$ cat config.mk
export PLATFORM = sky130hd
export DESIGN_NAME = control_unit
export DESIGN_NICKNAME = d
export VERILOG_FILES = /design/src/rtl/control_unit.sv
export SDC_FILE = /design/constraint.sdc
export NUM_CORES = 1
export LEC_CHECK = 0
export ABC_AREA = 1
export CAP_MARGIN = 25
export CORE_MARGIN = 3
export CORE_UTILIZATION = 35
export CTS_CLUSTER_DIAMETER = 120
export DETAILED_ROUTE_END_ITERATION = 12
export PLACE_DENSITY = 0.75
export SYNTH_ARGS = -nofsm -noshare
export SYNTH_HDL_FRONTEND = slang
export SYNTH_SLANG_ARGS = --single-unit
$ cat constraint.sdc
create_clock -name clk -period 2.9 [get_ports clk]
set_input_delay 0.725 -clock clk [delete_from_list [all_inputs] [get_ports clk]]
set_output_delay 0.725 -clock clk [all_outputs]
set_load 0.1 [all_outputs]
$ cat src/rtl/control_unit.sv
// Hardwired Moore control sequencer: three-step fetch (T0-T2), opcode-dependent execute (T3-T7),
// plus RST and HALT. All strobes decode combinationally from the registered step and are gated by stall.
module control_unit (
    input  logic        clk,
    input  logic        clr,
    input  logic [4:0]  opcode,
    input  logic        con_ff,
    input  logic        stall,
    output logic [8:0]  busout,
    output logic [10:0] busin,
    output logic [2:0]  gr,
    output logic        ba_out,
    output logic        inc_pc,
    output logic [2:0]  mdr_sel,
    output logic        ram_write,
    output logic [4:0]  alu_op,
    output logic        run
);

    typedef enum logic [3:0] {
        ST_RST  = 4'd0,
        ST_T0   = 4'd1,
        ST_T1   = 4'd2,
        ST_T2   = 4'd3,
        ST_T3   = 4'd4,
        ST_T4   = 4'd5,
        ST_T5   = 4'd6,
        ST_T6   = 4'd7,
        ST_T7   = 4'd8,
        ST_HALT = 4'd9
    } state_t;

    typedef enum logic [3:0] {
        C_NOP    = 4'd0,
        C_RTYPE  = 4'd1,
        C_IMM    = 4'd2,
        C_LD     = 4'd3,
        C_LDI    = 4'd4,
        C_ST     = 4'd5,
        C_MULDIV = 4'd6,
        C_BR     = 4'd7,
        C_OUT    = 4'd8,
        C_IN     = 4'd9,
        C_HALT   = 4'd10
    } iclass_t;

    localparam logic [8:0]  BO_R    = 9'h100;
    localparam logic [8:0]  BO_ZH   = 9'h020;
    localparam logic [8:0]  BO_ZL   = 9'h010;
    localparam logic [8:0]  BO_PC   = 9'h008;
    localparam logic [8:0]  BO_MDR  = 9'h004;
    localparam logic [8:0]  BO_INP  = 9'h002;
    localparam logic [8:0]  BO_C    = 9'h001;

    localparam logic [10:0] BI_R    = 11'h400;
    localparam logic [10:0] BI_HI   = 11'h200;
    localparam logic [10:0] BI_LO   = 11'h100;
    localparam logic [10:0] BI_Z    = 11'h080;
    localparam logic [10:0] BI_Y    = 11'h040;
    localparam logic [10:0] BI_PC   = 11'h020;
    localparam logic [10:0] BI_IR   = 11'h010;
    localparam logic [10:0] BI_MAR  = 11'h008;
    localparam logic [10:0] BI_MDR  = 11'h004;
    localparam logic [10:0] BI_CON  = 11'h002;
    localparam logic [10:0] BI_OUTP = 11'h001;

    localparam logic [2:0]  GR_A    = 3'b100;
    localparam logic [2:0]  GR_B    = 3'b010;
    localparam logic [2:0]  GR_C    = 3'b001;

    localparam logic [2:0]  MDR_BUS = 3'b001;
    localparam logic [2:0]  MDR_RAM = 3'b010;
    localparam logic [4:0]  ALU_ADD = 5'b00011;

    state_t      state_r;
    iclass_t     iclass_s;
    logic [8:0]  dec_busout_s;
    logic [10:0] dec_busin_s;
    logic [2:0]  dec_gr_s;
    logic        dec_ba_out_s;
    logic        dec_inc_pc_s;
    logic [2:0]  dec_mdr_sel_s;
    logic        dec_ram_write_s;
    logic [4:0]  dec_alu_op_s;

    // Classify the opcode into the execute sequence it selects.
    always_comb begin
        iclass_s = C_NOP;
        case (opcode)
            5'd0:                                   iclass_s = C_LD;
            5'd1:                                   iclass_s = C_LDI;
            5'd2:                                   iclass_s = C_ST;
            5'd3, 5'd4, 5'd5, 5'd6, 5'd7, 5'd8,
            5'd9, 5'd10, 5'd11:                     iclass_s = C_RTYPE;
            5'd12, 5'd13, 5'd14:                    iclass_s = C_IMM;
            5'd15, 5'd16:                           iclass_s = C_MULDIV;
            5'd19:                                  iclass_s = C_BR;
            5'd22:                                  iclass_s = C_IN;
            5'd23:                                  iclass_s = C_OUT;
            5'd27:                                  iclass_s = C_HALT;
            default:                                iclass_s = C_NOP;
        endcase
    end

    // Step sequencer; clr wins asynchronously, stall freezes the current step.
    always_ff @(posedge clk or negedge clr) begin
        if (!clr) begin
            state_r <= ST_RST;
        end else if (stall) begin
            state_r <= state_r;
        end else begin
            case (state_r)
                ST_RST:  state_r <= ST_T0;
                ST_T0:   state_r <= ST_T1;
                ST_T1:   state_r <= ST_T2;
                ST_T2:   state_r <= (iclass_s == C_NOP) ? ST_T0 : ST_T3;
                ST_T3: begin
                    case (iclass_s)
                        C_HALT:                 state_r <= ST_HALT;
                        C_OUT, C_IN, C_NOP:     state_r <= ST_T0;
                        default:                state_r <= ST_T4;
                    endcase
                end
                ST_T4: begin
                    case (iclass_s)
                        C_RTYPE, C_IMM, C_LD, C_LDI,
                        C_ST, C_MULDIV, C_BR:   state_r <= ST_T5;
                        default:                state_r <= ST_T0;
                    endcase
                end
                ST_T5: begin
                    case (iclass_s)
                        C_LD, C_ST, C_MULDIV, C_BR: state_r <= ST_T6;
                        default:                    state_r <= ST_T0;
                    endcase
                end
                ST_T6: begin
                    case (iclass_s)
                        C_LD, C_ST:             state_r <= ST_T7;
                        default:                state_r <= ST_T0;
                    endcase
                end
                ST_T7:   state_r <= ST_T0;
                ST_HALT: state_r <= ST_HALT;
                default: state_r <= ST_RST;
            endcase
        end
    end

    // Per-step strobe decode before stall gating.
    always_comb begin
        dec_busout_s    = 9'd0;
        dec_busin_s     = 11'd0;
        dec_gr_s        = 3'd0;
        dec_ba_out_s    = 1'b0;
        dec_inc_pc_s    = 1'b0;
        dec_mdr_sel_s   = 3'd0;
        dec_ram_write_s = 1'b0;
        dec_alu_op_s    = ALU_ADD;
        case (state_r)
            ST_T0: begin
                dec_busout_s = BO_PC;
                dec_busin_s  = BI_MAR | BI_Z;
                dec_inc_pc_s = 1'b1;
            end
            ST_T1: begin
                dec_busout_s  = BO_ZL;
                dec_busin_s   = BI_PC | BI_MDR;
                dec_mdr_sel_s = MDR_RAM;
            end
            ST_T2: begin
                dec_busout_s = BO_MDR;
                dec_busin_s  = BI_IR;
            end
            ST_T3: begin
                case (iclass_s)
                    C_RTYPE, C_IMM: begin
                        dec_gr_s = GR_B; dec_busout_s = BO_R; dec_busin_s = BI_Y;
                    end
                    C_LD, C_LDI, C_ST: begin
                        dec_gr_s = GR_B; dec_busout_s = BO_R; dec_busin_s = BI_Y;
                        dec_ba_out_s = 1'b1;
                    end
                    C_MULDIV: begin
                        dec_gr_s = GR_A; dec_busout_s = BO_R; dec_busin_s = BI_Y;
                    end
                    C_BR: begin
                        dec_gr_s = GR_A; dec_busout_s = BO_R; dec_busin_s = BI_CON;
                    end
                    C_OUT: begin
                        dec_gr_s = GR_A; dec_busout_s = BO_R; dec_busin_s = BI_OUTP;
                    end
                    C_IN: begin
                        dec_gr_s = GR_A; dec_busout_s = BO_INP; dec_busin_s = BI_R;
                    end
                    default: dec_busout_s = 9'd0;
                endcase
            end
            ST_T4: begin
                case (iclass_s)
                    C_RTYPE: begin
                        dec_gr_s = GR_C; dec_busout_s = BO_R; dec_busin_s = BI_Z;
                        dec_alu_op_s = opcode;
                    end
                    C_IMM: begin
                        dec_busout_s = BO_C; dec_busin_s = BI_Z; dec_alu_op_s = opcode;
                    end
                    C_LD, C_LDI, C_ST: begin
                        dec_busout_s = BO_C; dec_busin_s = BI_Z;
                    end
                    C_MULDIV: begin
                        dec_gr_s = GR_B; dec_busout_s = BO_R; dec_busin_s = BI_Z;
                        dec_alu_op_s = opcode;
                    end
                    C_BR: begin
                        dec_busout_s = BO_PC; dec_busin_s = BI_Y;
                    end
                    default: dec_busout_s = 9'd0;
                endcase
            end
            ST_T5: begin
                case (iclass_s)
                    C_RTYPE, C_IMM, C_LDI: begin
                        dec_busout_s = BO_ZL; dec_gr_s = GR_A; dec_busin_s = BI_R;
                    end
                    C_LD, C_ST: begin
                        dec_busout_s = BO_ZL; dec_busin_s = BI_MAR;
                    end
                    C_MULDIV: begin
                        dec_busout_s = BO_ZL; dec_busin_s = BI_LO;
                    end
                    C_BR: begin
                        dec_busout_s = BO_C; dec_busin_s = BI_Z;
                    end
                    default: dec_busout_s = 9'd0;
                endcase
            end
            ST_T6: begin
                case (iclass_s)
                    C_LD: begin
                        dec_mdr_sel_s = MDR_RAM; dec_busin_s = BI_MDR;
                    end
                    C_ST: begin
                        dec_gr_s = GR_A; dec_busout_s = BO_R;
                        dec_mdr_sel_s = MDR_BUS; dec_busin_s = BI_MDR;
                    end
                    C_MULDIV: begin
                        dec_busout_s = BO_ZH; dec_busin_s = BI_HI;
                    end
                    C_BR: begin
                        // Branch taken only when the condition flip-flop is set.
                        if (con_ff) begin
                            dec_busout_s = BO_ZL; dec_busin_s = BI_PC;
                        end else begin
                            dec_busout_s = 9'd0; dec_busin_s = 11'd0;
                        end
                    end
                    default: dec_busout_s = 9'd0;
                endcase
            end
            ST_T7: begin
                case (iclass_s)
                    C_LD: begin
                        dec_busout_s = BO_MDR; dec_gr_s = GR_A; dec_busin_s = BI_R;
                    end
                    C_ST:    dec_ram_write_s = 1'b1;
                    default: dec_busout_s = 9'd0;
                endcase
            end
            default: dec_busout_s = 9'd0;
        endcase
    end

    assign busout    = stall ? 9'd0  : dec_busout_s;
    assign busin     = stall ? 11'd0 : dec_busin_s;
    assign gr        = stall ? 3'd0  : dec_gr_s;
    assign ba_out    = stall ? 1'b0  : dec_ba_out_s;
    assign inc_pc    = stall ? 1'b0  : dec_inc_pc_s;
    assign mdr_sel   = stall ? 3'd0  : dec_mdr_sel_s;
    assign ram_write = stall ? 1'b0  : dec_ram_write_s;
    assign alu_op    = stall ? ALU_ADD : dec_alu_op_s;
    assign run       = (state_r != ST_RST) && (state_r != ST_HALT);

endmodule

==> results of run 1 <==
-- per-stage QoR --
step,setup TNS [ns],hold slack [ns],worst slack [ns],area (um^2),cells
floorplan,-6.04,0.429,-0.511,1600,205
global placement,-18.48,0.587,-0.733,2640,323
detailed placement,-20.74,0.574,-0.828,2640,323
CTS,-8.07,0.591,-0.385,2920,338
-- kinds of logic after synthesis --
group | Yosys count | synth area share
buffers and inverters | 40 | 0.157
other | 1 | 0.00309
AOI/OAI and AO/OA | 29 | 0.131
DFF | 4 | 0.0824
and+or+nand+nor | 125 | 0.586
adders and majority gates | 4 | 0.0412
-- cells in the mapped netlist --
library cell	instances	area (um^2)
nor2_1	24	90.1
buf_12	1	20.0
inv_2	4	15.0
nor2_2	4	25.0
buf_6	1	11.3
clkbuf_1	3	11.3
nand2_1	44	165
a21oi_1	11	55.1
o21ai_2	2	17.5
conb_1	1	3.75
clkinv_1	1	3.75
nor3_2	1	10.0
a21oi_2	1	8.76
dfrtp_1	4	100
nor2_4	2	22.5
inv_4	2	12.5
nand3_2	5	50.1
nand2_8	2	40.0
o21ai_1	11	55.1
nand3_4	3	52.6
nor2_8	1	20.0
buf_4	3	22.5
nor4_1	2	12.5
nand4_1	2	12.5
nor3_1	10	50.1
nand2_2	7	43.8
inv_1	25	93.8
o21ai_0	3	15.0
nand3b_1	1	7.51
a211oi_1	1	7.51
ha_1	4	50.1
nand3_1	13	65.1
nand2_4	4	45.0
-- repair_timing --
action	4_1_cts
hold endpoints to repair	0
cloned	0
pin swaps	25
endpoints found under the setup margin	29
resized for setup	54
buffers inserted	14
==> results.md, run 1 <==
- Status: did not finish
- Failed at: 5_1_grt
- Log Error: [ERROR DPL-0038] Utilization greater than 100%, impossible to legalize
- CTS Hold Bufs: 0
- Dpl hpwl: 4.06 mm
- Die H: 64.9 um
- Mapped Avg Cell Area: 5.98 um^2
- # H-tree levels: 1
- Crit. endpoint post-GRT repair: busout[8]
- Cell row count: 20
- WEP type: primary output
- Starting Density: 0.382
- CTS Buf Count: 3
- Post-Synthesis Cells: 203
- Routability cong.: 0.952
- CTS sink cnt: 4
- Clk root buf: clkbuf_4
- Largest net degree at the start of global routing: 14
- Die Wd: 64.9 um
- Yosys warnings: 0
- Number of synthesized register bits: 4
- I/O pins: 44
- Port Buffers: 40
- Cell Area, Synth: 1210 um^2
- Distinct cells, synth: 33
- Clock Path Buffers: 2
- Sequential area share after synthesis: 0.0824
==> inputs of run 2 (changes only) <==
--- a/config.mk
+++ b/config.mk
@@ -8,10 +8,9 @@
 export ABC_AREA = 1
 export CAP_MARGIN = 25
 export CORE_MARGIN = 3
-export CORE_UTILIZATION = 35
-export CTS_CLUSTER_DIAMETER = 120
+export CORE_UTILIZATION = 20
 export DETAILED_ROUTE_END_ITERATION = 12
-export PLACE_DENSITY = 0.75
+export PLACE_DENSITY_LB_ADDON = 0.15
 export SYNTH_ARGS = -nofsm -noshare
 export SYNTH_HDL_FRONTEND = slang
 export SYNTH_SLANG_ARGS = --single-unit
==> run 2 against run 1 <==
  * Synthesized cell count unchanged
  * Area after synthesis unchanged
  * The flow now finishes, with violations (negative setup slack)
==> results.md, run 2 <==
- Vias in the first global route: 1643
- WS Path Type: input port to primary output
- Die Wd: 83.9 um (+29%)
- Slew Limit Fails: 0
- Initial DRT Pass Iterations: 4
- Fin. Hold Viols: 0
- Final min period: 3.17 ns
- VDD IR-drop max: 0.000384 V
- Seq pwr share: 0.072
- Worst EP arrival: 2.45 ns
- Most frequent cells in the layout: 45 x buf_4, 34 x buf_12, 28 x nand2_1
- Main synth FF type: dfrtp_1
- Sequential area share after synthesis: 0.0824 (unchanged)
- Setup-failing EPs final: 28
- Most common cell after layout, fill and taps aside: buf_4
- Yosys warnings: 0 (unchanged)
- Max frequency: 315 MHz
- Mapped Avg Cell Area: 5.98 um^2 (unchanged)
- Tcrit/Tclk final: 1.09
- Grt ovf: 0
- Total power: 0.00148 W
- Placed cell area: 2740 um^2 (+4.1%)
- Max cap viols: 0
- Dpl hpwl: 4.01 mm (-1.3%)
- Drt drc: 0
- Initial antenna violation count: 0
- Largest regs: state_r x4
- Area Overhead vs Synth: 157%
- Hold Path Class: flip-flop to flip-flop
- Violated checks: negative setup slack
- Vias: 1658
- Hold Slack: 0.575 ns
- Area leader, netlist: nand2_1
- Die H: 83.9 um (+29%)
- Slew HR: 0.632
- Power Internal: 0.000588 W
- Post-Synthesis Cells: 203 (unchanged)
- Nets: 313
- Slew @ Worst Pin: 0.549 ns
- First-pass GRT wire length: 8.09 mm
- Worst reg2reg setup slack: 0.98 ns
- CTS sink cnt: 4 (unchanged)
- CTS Buf Count: 3 (unchanged)
- Power density cells: 475 nW/um^2
- Comb power frac: 0.851
- CTS tree: built
- Worst flop-to-flop path startpoint: state_r[2]
- Asr flop ratio synth: 1.00 (unchanged)
- Area contributors post-synth: nand2_1 14%, dfrtp_1 8.2%, inv_1 7.7%, nor2_1 7.4%, nand3_1 5.4%
- Reg with most FFs: state_r
- Top-count cell post-synth: nand2_1
- Number of synthesized register bits: 4 (unchanged)
- Ant diodes: 0
- Starting Density: 0.214 (-0.168)
- Commonest cells post-synth: 44 x nand2_1, 25 x inv_1, 24 x nor2_1
- Wire per inst: 13.2 um
- Sw Ratio: 0.603
- DIE AREA: 7050 um^2
- Critical Path Start Type: input port
- Critical Path Sink Type: primary output
- Skew-Pair Late Insertion Delay: 0.21 ns
- Leak: 1.33 nW
- Finished Cell Area: 3120 um^2
- Clk_skew: 0.00321 ns
- RSZ-0062 raised after global routing: yes
- I/O pins: 44 (unchanged)
- Total Neg Setup Slack: -3.84 ns
- Vias per cell: 4.48
- Number of flip-flops in the largest register: 4
- Cell row count: 27 (+35%)
- Clock network power share: 0.077
- Post-synth EDFFs: 0 (unchanged)
- R2R cell count: 9
- Post-Route WL: 4.88 mm
- Worst setup path start: opcode[1]
- Setup ws final: -0.271 ns
- Antenna Nets Post-Route: 0
- Worst setup path end: gr[2]
- Status: finished, violations left
- Number of fill cells in the layout: 513
- CTS clk-pin slew, worst paths: 0.03 ns
- Clock Path Buffers: 2 (unchanged)
- RR Endpoint: state_r[0]
- Dpl ws: -0.801 ns (+0.0266 ns)
- Largest net degree at the start of global routing: 10
- Iter 0 DRT Violations: 63
- Placeable core area: 5680 um^2
- Critical Path RT: 2.17 ns
- Cell Area, Synth: 1210 um^2 (unchanged)
- Port Buffers: 40 (unchanged)
- Share of cells above drive strength 1: 0.698
- # H-tree levels: 1 (unchanged)
- Multi-input gate area: 1500 um^2
- Yosys top cell area share: 0.136 (unchanged)
- Clk root buf: clkbuf_8
- Register area: 100 um^2
- P_sw: 0.000893 W
- Distinct cells, synth: 33 (unchanged)
- Largest fanout on the critical path: 4
- Overall Global Routing Usage: 0.136
- Routability cong.: 0.858 (-10%)
==> run 2: cell counts after synthesis <==
No cell type changed its count.
==> run 2: worst min-delay path by stage <==
stage | startpoint | cells after the start | slack, ns | to
2_1_floorplan | clr | 0 | 0.43 | state_r[0]
6_report | state_r[1] | 2 | 0.58 | state_r[1]
3_5_place_dp | state_r[1] | 2 | 0.58 | state_r[1]
4_1_cts | state_r[1] | 2 | 0.58 | state_r[1]
3_3_place_gp | state_r[1] | 2 | 0.57 | state_r[1]
5_1_grt | state_r[1] | 2 | 0.61 | state_r[1]
==> run 2: kinds of logic (layout without fill, tap and decap cells) <==
logic type / count (synthesis) / in the layout / share of synthesized area
simple gates: 125 / 125 / 0.586
buf+inv: 40 / 133 / 0.157
compound gates: 29 / 29 / 0.131
fa+ha+maj: 4 / 4 / 0.0412
flops: 4 / 4 / 0.0824
other cells: 1 / 3 / 0.00309
==> run 2: what timing repair did <==
action	in CTS	in global routing
cloned	0	0
pin swaps	27	26
gates resized for setup	59	34
hold buffers	0	0
endpoints found under the setup margin	29	29
setup buffers	5	5
==> run 2: cell type report <==
type	count	area share
Timing Repair Buffer	98	0.387
Multi-Input combinational cell	161	0.482
Clock buffer	3	0.0132
Sequential cell	4	0.0321
Inverter	32	0.0569
Tap cell	72	0.0289
==> run 2: worst max-delay path, cell delays in order <==
cell and delay (ns):
buf_12 0.10, inv_12 0.03, ha_4 0.25, o21ai_4 0.16, nand2_4 0.06, nand2_4 0.09
nand2_8 0.08, buf_6 0.14, nand3_4 0.12, nor2_4 0.07, a21oi_2 0.15, nand3_1 0.11
nand2_2 0.10, clkinvlp_4 0.09, buf_12 0.17
==> run 2: power groups by stage <==
| stage | logic, W | registers (W) | clock network, W |
|---|---|---|---|
| after floorplan | 0.000796 | 0.000100 | 0 |
| after global placement | 0.00116 | 0.000108 | 0 |
| after detailed placement | 0.00116 | 0.000109 | 0 |
| after CTS | 0.00122 | 0.000107 | 0.000119 |
| after global routing | 0.00132 | 0.000112 | 0.000127 |
| final | 0.00126 | 0.000107 | 0.000114 |
==> run 2: metrics by stage <==
step,instances,util
after CTS,366,0.525
after global placement,359,0.483
after floorplan,205,-
after detailed placement,359,0.483
after global routing,370,0.550
final,370,0.550
==> run 2: routing by layer <==
| metal | GRT usage | wire [um] |
|---|---|---|
| met5 | 0 | 0 |
| met4 | 0.00877 | 11 |
| met3 | 0.0188 | 178 |
| met2 | 0.234 | 2440 |
| met1 | 0.188 | 2250 |
No activity file was read; power rests on OpenSTA's default activity.
==> inputs of run 3 (changes only) <==
--- a/config.mk
+++ b/config.mk
@@ -11,6 +11,7 @@
 export CORE_UTILIZATION = 20
 export DETAILED_ROUTE_END_ITERATION = 12
 export PLACE_DENSITY_LB_ADDON = 0.15
+export SKIP_CTS_REPAIR_TIMING = 1
 export SYNTH_ARGS = -nofsm -noshare
 export SYNTH_HDL_FRONTEND = slang
 export SYNTH_SLANG_ARGS = --single-unit
==> run 3 against run 2 <==
  * The run still ends with negative setup slack left
  * Non-clock buffer count unchanged
  * Sequential cell count unchanged
  * Sequential share of layout area about the same
  * Cell count unchanged
  * Design area up 0.72%
  * Combinational power about the same
  * Critical path type unchanged
==> results.md, run 3 (synthesized netlist as in run 2, its figures left out) <==
- CP peak stage delay: 0.19 ns (-0.06 ns)
- Multi-input gate area: 1500 um^2 (-0.50%)
- Number of fill cells in the layout: 508 (-0.97%)
- Slowest cell on crit path: ha_4
- Clock Path Buffers: 2 (unchanged)
- Delay-heaviest family, CP: simple AND/OR/NAND/NOR gates
- I/O pins: 44 (unchanged)
- Violated checks: negative setup slack
- Share of cells above drive strength 1: 0.705 (+0.00671)
- Overall Global Routing Usage: 0.129 (-0.00732)
- First-pass GRT wire length: 7.69 mm (-4.9%)
- Largest regs: state_r x4
- Most frequent cells in the layout: 41 x buf_4, 34 x buf_12, 26 x nand2_1
- Post-Route WL: 4.85 mm (-0.66%)
- Cell row count: 27 (unchanged)
- WS Path Type: input port to primary output
- Cells along the critical path: buf_6 > buf_8 > inv_12 > ha_4 > o21ai_2 > nand2_2 > nand2_4 > nand2_8 > buf_12 > nor2_8 > nand2_4 > nand3_4 > o21ai_4 > a21oi_4 > buf_12
- RSZ-0062 raised after global routing: yes
- Vias per cell: 4.45 (-0.72%)
- Placed cell area: 2740 um^2 (unchanged)
- Placeable core area: 5680 um^2 (unchanged)
- # H-tree levels: 1 (unchanged)
- Die Wd: 83.9 um (unchanged)
- Max frequency: 304 MHz (-3.8%)
- Skew-Pair Late Insertion Delay: 0.21 ns (about the same)
- Slew HR: 0.657 (+0.0249)
- P_sw: 0.000892 W (about the same)
- Worst EP arrival: 2.57 ns (+0.12 ns)
- Reg with most FFs: state_r
- Antenna Nets Post-Route: 0 (unchanged)
- DIE AREA: 7050 um^2 (unchanged)
- Tcrit/Tclk final: 1.14 (+0.0427)
- Sw Ratio: 0.601 (-0.00163)
- Fin. Hold Viols: 0 (unchanged)
- Setup ws final: -0.395 ns (-0.124 ns)
- Dpl hpwl: 4.01 mm (unchanged)
- Initial antenna violation count: 0 (unchanged)
- Vias in the first global route: 1557 (-5.2%)
- Final min period: 3.29 ns (+0.124 ns)
- Critical Path RT: 2.17 ns (about the same)
- Slew @ Worst Pin: 0.512 ns (-0.0372 ns)
- Comb power frac: 0.852 (about the same)
- Total power: 0.00148 W (+0.25%)
- Seq pwr share: 0.072 (about the same)
- Power density cells: 472 nW/um^2 (-0.47%)
- Most common cell after layout, fill and taps aside: buf_4
- Starting Density: 0.214 (unchanged)
- Status: finished, violations left
- Number of flip-flops in the largest register: 4 (unchanged)
- Routability cong.: 0.858 (unchanged)
- Ant diodes: 0 (unchanged)
- Grt ovf: 0 (unchanged)
- CTS sink cnt: 4 (unchanged)
- Hold Slack: 0.576 ns (+0.000677 ns)
- Buf+Inv Stages, Crit Path: 5 (unchanged)
- Finished Cell Area: 3140 um^2 (+0.72%)
- Power Internal: 0.000592 W (+0.66%)
- CTS tree: built
- Wire per inst: 13.1 um (-0.66%)
- Max cap viols: 0 (unchanged)
- Leak: 1.35 nW (+1.6%)
- Total Neg Setup Slack: -6.66 ns (-2.82 ns)
- Clk_skew: 0.00322 ns (+0.0000103 ns)
- Critical Path Start Type: input port
- Hold Path Class: flip-flop to flip-flop
- Initial DRT Pass Iterations: 4 (unchanged)
- Iter 0 DRT Violations: 48 (-24%)
- Vias: 1646 (-0.72%)
- Register area: 100 um^2 (unchanged)
- Die H: 83.9 um (unchanged)
- Largest fanout on the critical path: 5 (+1)
- Critical Path Sink Type: primary output
- VDD IR-drop max: 0.000381 V (-0.72%)
- Clk root buf: clkbuf_8
- Drt drc: 0 (unchanged)
- CTS Buf Count: 3 (unchanged)
- Area Overhead vs Synth: 159%
- Largest net degree at the start of global routing: 10 (unchanged)
- CTS clk-pin slew, worst paths: 0.03 ns (about the same)
- Port Buffers: 40 (unchanged)
- Nets: 313 (unchanged)
- Setup-failing EPs final: 29 (+3.6%)
- Slew Limit Fails: 0 (unchanged)
- Clock network power share: 0.077 (about the same)
- Layout Utilization: 0.554 (+0.00397)
[run 3: cell types whose count changed in the layout (fill, tap and decap cells not counted), moves of 2 or more]
cell	before	now
nand2_2	10	16
buf_4	45	41
buf_6	12	16
nand2_4	15	12
dlymetal6s2s_1	0	2
nand2_1	28	26
nand3_1	9	7
nand3_4	6	8
[run 3: power by group through the flow]
stage / clock (W) / combinational (W) / sequential (W)
finish: 0.000114 / 0.00126 / 0.000106
global route: 0.000127 / 0.00133 / 0.000112
CTS: 0.000119 / 0.00117 / 0.000107
detailed placement: 0 / 0.00116 / 0.000109
global placement: 0 / 0.00116 / 0.000108
floorplan: 0 / 0.000796 / 0.000100
[run 3: stage by stage]
step / std cells / setup slack, ns
after floorplan: 205 / -0.511
after global placement: 359 / -0.793
after detailed placement: 359 / -0.801
after CTS: 362 / -0.806
after global routing: 370 / -0.473
final: 370 / -0.395
[run 3: worst min-delay path, delay by kind of cell (launching register included)]
family | cells | cell delay, ns
flip-flops | 1 | 0.41
AND/OR/NAND/NOR | 2 | 0.13
[run 3: per-layer routing]
layer / wire length [um] / part of all wire / GRT usage
met5: 0 / 0 / 0
met1: 2290 / 0.47 / 0.187
met4: 0 / 0 / 0.00439
met3: 137 / 0.028 / 0.0178
met2: 2420 / 0.50 / 0.212
[run 3: cell type report]
cell class	count	share of cell area
clock buffer	3	0.0131
inverter	32	0.0565
multi-input combinational	161	0.476
sequential	4	0.0318
timing repair buffer	98	0.394
tap	72	0.0287
[run 3: final timing paths]
| kind | from | depth (start not counted) | slack [ns] | to |
|---|---|---|---|---|
| max | opcode[1] | 15 | -0.39 | busin[7] |
| max in group asynchronous | clr | 1 | 2.01 | state_r[2] |
| min reg2reg | state_r[1] | 2 | 0.58 | state_r[1] |
| min | state_r[1] | 2 | 0.58 | state_r[1] |
| max reg2reg | state_r[2] | 9 | 1.02 | state_r[0] |
| min in group asynchronous | clr | 1 | 0.72 | state_r[1] |
